## config.mk

```make
export PLATFORM = sky130hd
export DESIGN_NAME = uart_frame_rx
export DESIGN_NICKNAME = d
export VERILOG_FILES = /design/src/rtl/uart_frame_rx.sv
export SDC_FILE = /design/constraint.sdc
export NUM_CORES = 1
export LEC_CHECK = 0
export BUFFER_PORTS_ARGS = -buffer_cell sky130_fd_sc_hd__buf_4
export CORE_MARGIN = 1
export CORE_UTILIZATION = 45
export CTS_CLUSTER_SIZE = 10
export DETAILED_ROUTE_END_ITERATION = 7
export SYNTH_ARGS = -nofsm -noshare
export SYNTH_HDL_FRONTEND = slang
export SYNTH_SLANG_ARGS = --single-unit
```

## constraint.sdc

```tcl
create_clock -name clk50m -period 3.5 [get_ports clk50m]
set_input_delay 0.175 -clock clk50m [delete_from_list [all_inputs] [get_ports clk50m]]
set_output_delay 0.175 -clock clk50m [all_outputs]
set_load 0.005 [all_outputs]
```

## src/rtl/uart_frame_rx.sv

```systemverilog
// Packet framer behind a byte-level UART receiver.
// Frame: SYNC, LEN, LEN payload bytes, CSUM = (LEN + sum(payload)) mod 256.
// A good frame is held in the payload buffer until the host acknowledges it.
// Errors are counted in a saturating 8-bit counter.
//
// state     | meaning
// ----------+--------------------------------------------------
// S_HUNT    | discard bytes until SYNC is seen
// S_LEN     | expect the length byte
// S_PAYLOAD | store payload bytes and accumulate the checksum
// S_CSUM    | compare the received checksum with the running sum
// S_HOLD    | good frame presented to the host until frame_ack
module uart_frame_rx #(
    parameter int          MAX_LEN     = 16,
    parameter logic [7:0]  SYNC        = 8'hA5,
    parameter int          TIMEOUT_CYC = 50_000,
    parameter int          LW          = $clog2(MAX_LEN + 1),
    parameter int          AW          = $clog2(MAX_LEN)
) (
    input  logic          clk50m,
    input  logic          rst,
    input  logic [7:0]    rx_data,
    input  logic          rx_ready,
    input  logic          rx_error,
    output logic          frame_valid,
    output logic [LW-1:0] frame_len,
    input  logic [AW-1:0] rd_addr,
    output logic [7:0]    rd_data,
    input  logic          frame_ack,
    output logic          busy,
    output logic [7:0]    err_cnt
);

    localparam int TW = $clog2(TIMEOUT_CYC + 1);

    typedef enum logic [2:0] {
        S_HUNT,
        S_LEN,
        S_PAYLOAD,
        S_CSUM,
        S_HOLD
    } state_t;

    state_t        state, state_nx;
    logic [LW-1:0] len_q;
    logic [LW-1:0] idx;
    logic [7:0]    sum;
    logic [TW-1:0] tmo_cnt;
    logic [7:0]    buf_mem [MAX_LEN];

    logic err_inc, ld_len, wr_en, ld_frame;
    logic byte_ok, timeout_hit, busy_nx;

    // A byte coinciding with a receiver error is never accepted.
    assign byte_ok     = rx_ready & ~rx_error;
    assign timeout_hit = (tmo_cnt == TW'(TIMEOUT_CYC - 1));
    assign busy_nx     = (state_nx == S_LEN) || (state_nx == S_PAYLOAD) || (state_nx == S_CSUM);

    // State register.
    always_ff @(posedge clk50m or posedge rst) begin
        if (rst) state <= S_HUNT;
        else     state <= state_nx;
    end

    // Next-state and datapath control; error abort beats byte, byte beats timeout.
    always_comb begin
        state_nx = state;
        err_inc  = 1'b0;
        ld_len   = 1'b0;
        wr_en    = 1'b0;
        ld_frame = 1'b0;
        case (state)
            S_HUNT: begin
                if (byte_ok && rx_data == SYNC) state_nx = S_LEN;
            end
            S_LEN: begin
                if (rx_error) begin
                    err_inc  = 1'b1;
                    state_nx = S_HUNT;
                end else if (rx_ready) begin
                    if (rx_data == 8'd0 || rx_data > 8'(MAX_LEN)) begin
                        err_inc  = 1'b1;
                        state_nx = S_HUNT;
                    end else begin
                        ld_len   = 1'b1;
                        state_nx = S_PAYLOAD;
                    end
                end else if (timeout_hit) begin
                    err_inc  = 1'b1;
                    state_nx = S_HUNT;
                end
            end
            S_PAYLOAD: begin
                if (rx_error) begin
                    err_inc  = 1'b1;
                    state_nx = S_HUNT;
                end else if (rx_ready) begin
                    wr_en = 1'b1;
                    if (idx == len_q - 1'b1) state_nx = S_CSUM;
                end else if (timeout_hit) begin
                    err_inc  = 1'b1;
                    state_nx = S_HUNT;
                end
            end
            S_CSUM: begin
                if (rx_error) begin
                    err_inc  = 1'b1;
                    state_nx = S_HUNT;
                end else if (rx_ready) begin
                    if (rx_data == sum) begin
                        ld_frame = 1'b1;
                        state_nx = S_HOLD;
                    end else begin
                        err_inc  = 1'b1;
                        state_nx = S_HUNT;
                    end
                end else if (timeout_hit) begin
                    err_inc  = 1'b1;
                    state_nx = S_HUNT;
                end
            end
            S_HOLD: begin
                // With an ack the incoming byte is treated as a hunt byte.
                if (frame_ack) begin
                    state_nx = (byte_ok && rx_data == SYNC) ? S_LEN : S_HUNT;
                end else if (byte_ok) begin
                    err_inc = 1'b1;
                end
            end
            default: state_nx = S_HUNT;
        endcase
    end

    // Length/checksum/index tracking, held frame length, timeout and error counters.
    always_ff @(posedge clk50m or posedge rst) begin
        if (rst) begin
            len_q     <= '0;
            idx       <= '0;
            sum       <= 8'h00;
            frame_len <= '0;
            tmo_cnt   <= '0;
            err_cnt   <= 8'h00;
        end else begin
            if (ld_len) begin
                len_q <= rx_data[LW-1:0];
                sum   <= rx_data;
                idx   <= '0;
            end
            if (wr_en) begin
                sum <= sum + rx_data;
                idx <= idx + 1'b1;
            end
            if (ld_frame) frame_len <= len_q;
            if (err_inc && err_cnt != 8'hFF) err_cnt <= err_cnt + 8'd1;
            if (busy_nx && !rx_ready) tmo_cnt <= tmo_cnt + 1'b1;
            else                      tmo_cnt <= '0;
        end
    end

    // Payload storage; contents are don't-care after reset.
    always_ff @(posedge clk50m) begin
        if (wr_en) buf_mem[idx[AW-1:0]] <= rx_data;
    end

    assign frame_valid = (state == S_HOLD);
    assign busy        = (state == S_LEN) || (state == S_PAYLOAD) || (state == S_CSUM);
    assign rd_data     = (frame_valid && (LW'(rd_addr) < frame_len)) ? buf_mem[rd_addr] : 8'h00;

endmodule

```

==> summary.txt <==
Level count of the clock H-tree: 4
Max capacitance violation total: 0
DIE HEIGHT: 134 um
Number of flops mapped to enable cells by yosys: 128
Status: finished clean
Number of nets at the end of the flow: 598
Number of global-route vias before repair: 4584
Slowest Stage Delay on Critical Path: 760 ps
Met1 Use GR: 27.4%
Number of distinct library cell variants in the gate-level netlist after synthesis: 56
Total of endpoints with negative setup slack in the final report: 0
Sequential share of power: 51.7%
Worst Slack Setup Final: 711 ps
Arrival time at the worst endpoint: 3070 ps
Dominant combinational cell family by area after synthesis: multiplexers
Crit path time final: 2790 ps
Power Density: 482 nW/um2
Horizontal die dimension: 134 um
Area growth syn-to-layout: 15.5%
Comb pwr share: 4.8%
Die area: 18100 um2
Starting density of the core: 45.8%
Mux share of post-synthesis cell area: 12.8%
Least-Margin Pin Slew: 1080 ps
Total count of max-transition violations in the final report: 0
Largest net degree at the start of global routing: 51
Buffers & Inverters on Critical Path: 0
Post-CTS sizing: 0
Kind of critical path: reg -> reg
Post-synthesis average cell area: 15.6 um2
Slew HR: 27.9%
Kind of capture point of the worst setup path: register
VDD IR-drop max: 0.000382 V
Family of cells with the greatest summed delay on the critical path: compound AO/OA/AOI/OAI gates
Cell-internal power: 3.51 mW
Initial DRC count: 334
Maximum fanout encountered on the critical timing path: 16
Latest clock arrival within the worst-skew pair: 430 ps
Area of the core: 17200 um2
Antenna violations before repair: 0
Final Hold Violating Endpoints: 0
Sum Neg Setup Slack: 0 ps
Post-synthesis sequential area ratio: 64.5%
Static leakage: 3.33 nW
Setup repair after global routing missed its margin: no
Layout cells sized above 1: 26.0%
Post-cts hold buffer count: 1
Type of the tightest min-delay check: in -> async
Num ports: 40
Half-perimeter wire length after placement: 11.2 mm
Number of buffers created by CTS: 17
Max clock buf depth: 2
F_max: 0.359 GHz
Number of clock sinks: 178
Slowest CP cell: sky130_fd_sc_hd__o21ai_2
Routed WL: 17.1 mm
GRT met3 Usage: 4.65%
Crit start category: register
Iteration count of the initial detailed-routing pass: 4
Share of flip-flops with an asynchronous set or reset after synthesis: 28.1%
Overall Global Routing Usage: 20.6%
Post-Synth Adder-Cell Area: 2.95%
Avg Vias per Cell: 5.51
Count of standard-cell rows: 48
Net switching power: 0.893 mW
CTS clock-pin slew for the worst setup and hold paths: 70 ps
Number of storage elements in the synthesis netlist: 178
Worst setup timing slack at the placement stage: 761 ps
Final estimated routing congestion in global placement: 0.803
Flip-flop cell with the highest count after synthesis: sky130_fd_sc_hd__edfxtp_1
Syn_nets: 540
Wire length of the first global-routing pass: 26.8 mm
Met2 usage: 33.8%
Simple-gate area share of the yosys netlist: 10.3%
Grt peak-use layer: met2
Syn Std Cell Area: 7900 um2
Post-route fraction of the period consumed by the critical path: 79.7%
Post-CTS setup repair buffer count: 0
Xor-xnor portion of the synthesized cell area: 3.44%
Cells along the critical path: nor4bb_1, nand4_1, a22oi_1, o21ai_0, o21ai_2, nor2_1
Power share of the clock group: 43.5%
Worst endpoint required time: 3780 ps
Post-route clock skew: 9.27 ps
CTS Root Cell: sky130_fd_sc_hd__clkbuf_16
Number of design rule violations left after detail routing: 0
Switching power as a share of total power: 20.3%
Number of antenna cells inserted: 0
Post-synthesis compound-gate area fraction: 4.04%
Fin util: 52.9%
Number of warning messages in the yosys log: 0
Average wire per standard cell: 21.4 um
TritonCTS clock tree: yes
Remaining global-route overflow: 0
Cell count after synthesis: 505
Port bufs: 39
Number of nets still failing antenna checks after routing: 0
Total vias in the final route: 4414
## layout by cell type, fill, tap and decap left out, drive strengths merged, types with 5 or more instances in the layout
| master | count |
|---|---|
| a21oi | 5 |
| and3 | 8 |
| buf | 57 |
| clkbuf | 24 |
| dfrtp | 50 |
| edfxtp | 128 |
| ha | 17 |
| inv | 19 |
| mux2 | 8 |
| mux4 | 40 |
| nand2 | 25 |
| nand2b | 6 |
| nand3 | 11 |
| nand4 | 5 |
| nor2 | 41 |
| nor2b | 12 |
| nor3 | 13 |
| o21ai | 14 |
| xnor2 | 19 |
| xor2 | 12 |
## synth_stat cells, types with 8 or more instances
library cell / number / area (um2)
sky130_fd_sc_hd__o21ai_0: 13 / 65.1
sky130_fd_sc_hd__dfrtp_1: 50 / 1250
sky130_fd_sc_hd__nor2b_1: 12 / 75.1
sky130_fd_sc_hd__nor2_2: 10 / 62.6
sky130_fd_sc_hd__clkbuf_1: 11 / 41.3
sky130_fd_sc_hd__ha_1: 17 / 213
sky130_fd_sc_hd__nand3_1: 11 / 55.1
sky130_fd_sc_hd__nand2_1: 25 / 93.8
sky130_fd_sc_hd__xnor2_1: 19 / 166
sky130_fd_sc_hd__edfxtp_1: 128 / 3840
sky130_fd_sc_hd__and3_1: 8 / 50.1
sky130_fd_sc_hd__mux4_2: 40 / 901
sky130_fd_sc_hd__inv_1: 19 / 71.3
sky130_fd_sc_hd__xor2_1: 12 / 105
sky130_fd_sc_hd__nor2_1: 31 / 116
sky130_fd_sc_hd__nor3_1: 13 / 65.1
sky130_fd_sc_hd__mux2_2: 8 / 90.1
## through the flow
stage | area (um2) | total power, mW | instances | hold slack (ps)
2_1_floorplan | 7900 | 2.46 | 505 | 251
3_3_place_gp | 8520 | 2.53 | 768 | 413
3_5_place_dp | 8520 | 2.53 | 768 | 411
4_1_cts | 9130 | 4.43 | 801 | 66.6
5_1_grt | 9130 | 4.53 | 801 | 110
6_report | 9130 | 4.40 | 801 | 34.1
## flip-flops by register name, summed over array words and instances (netlist names)
register and flops:
tmo_cnt 16, err_cnt 8, len_q 5, buf_mem 128, state 3, sum 8
idx 5, frame_len 5
## per-layer routing
metal | part of all wire (%) | vias to the layer above | wire length (um)
li1 | - | 2050 | -
met1 | 43 | 2238 | 7310
met2 | 50 | 114 | 8610
met3 | 5.8 | 12 | 986
met4 | 1.4 | 0 | 238
met5 | 0 | - | 0
## worst paths after layout
kind	from	to	slack [ps]	cells past startpoint
max	tmo_cnt[12]$_DFF_PP0_	tmo_cnt[4]$_DFF_PP0_	710	6
min	rst	frame_len[4]$_DFFE_PP0P_	30	2
max reg2reg	tmo_cnt[12]$_DFF_PP0_	tmo_cnt[4]$_DFF_PP0_	710	6
min reg2reg	tmo_cnt[0]$_DFF_PP0_	tmo_cnt[0]$_DFF_PP0_	470	1
max in group asynchronous	rst	sum[3]$_DFFE_PP0P_	2810	2
min in group clk50m	rx_data[3]	buf_mem[6][3]$_DFFE_PP_	110	1
## logic make-up (layout without fill, tap and decap cells)
family	count (synthesis)	in the layout
adder cells (fa/ha/maj)	18	18
AND/OR/NAND/NOR	147	147
multiplexers	50	50
AO/OA/AOI/OAI	43	43
buffers and inverters	38	109
XOR/XNOR	31	31
flip-flops	178	178
## final cells by class
class,instances,area (um2)
fillers,1407,8110
inverters,19,71.3
repair buffers,58,438
clock inverters,8,131
clock buffers,24,462
flip-flops and latches,178,5090
well taps,225,282
multi-input cells,289,2650
## power groups by stage
stage                     clock network [mW]  registers, mW  logic [mW]
after floorplan                            0           2.32       0.138
after global placement                     0           2.32       0.208
after detailed placement                   0           2.32       0.213
after CTS                               1.94           2.28       0.215
after global routing                    2.02           2.28       0.233
final                                   1.91           2.28       0.209
Power figures use the tool's default switching activity.
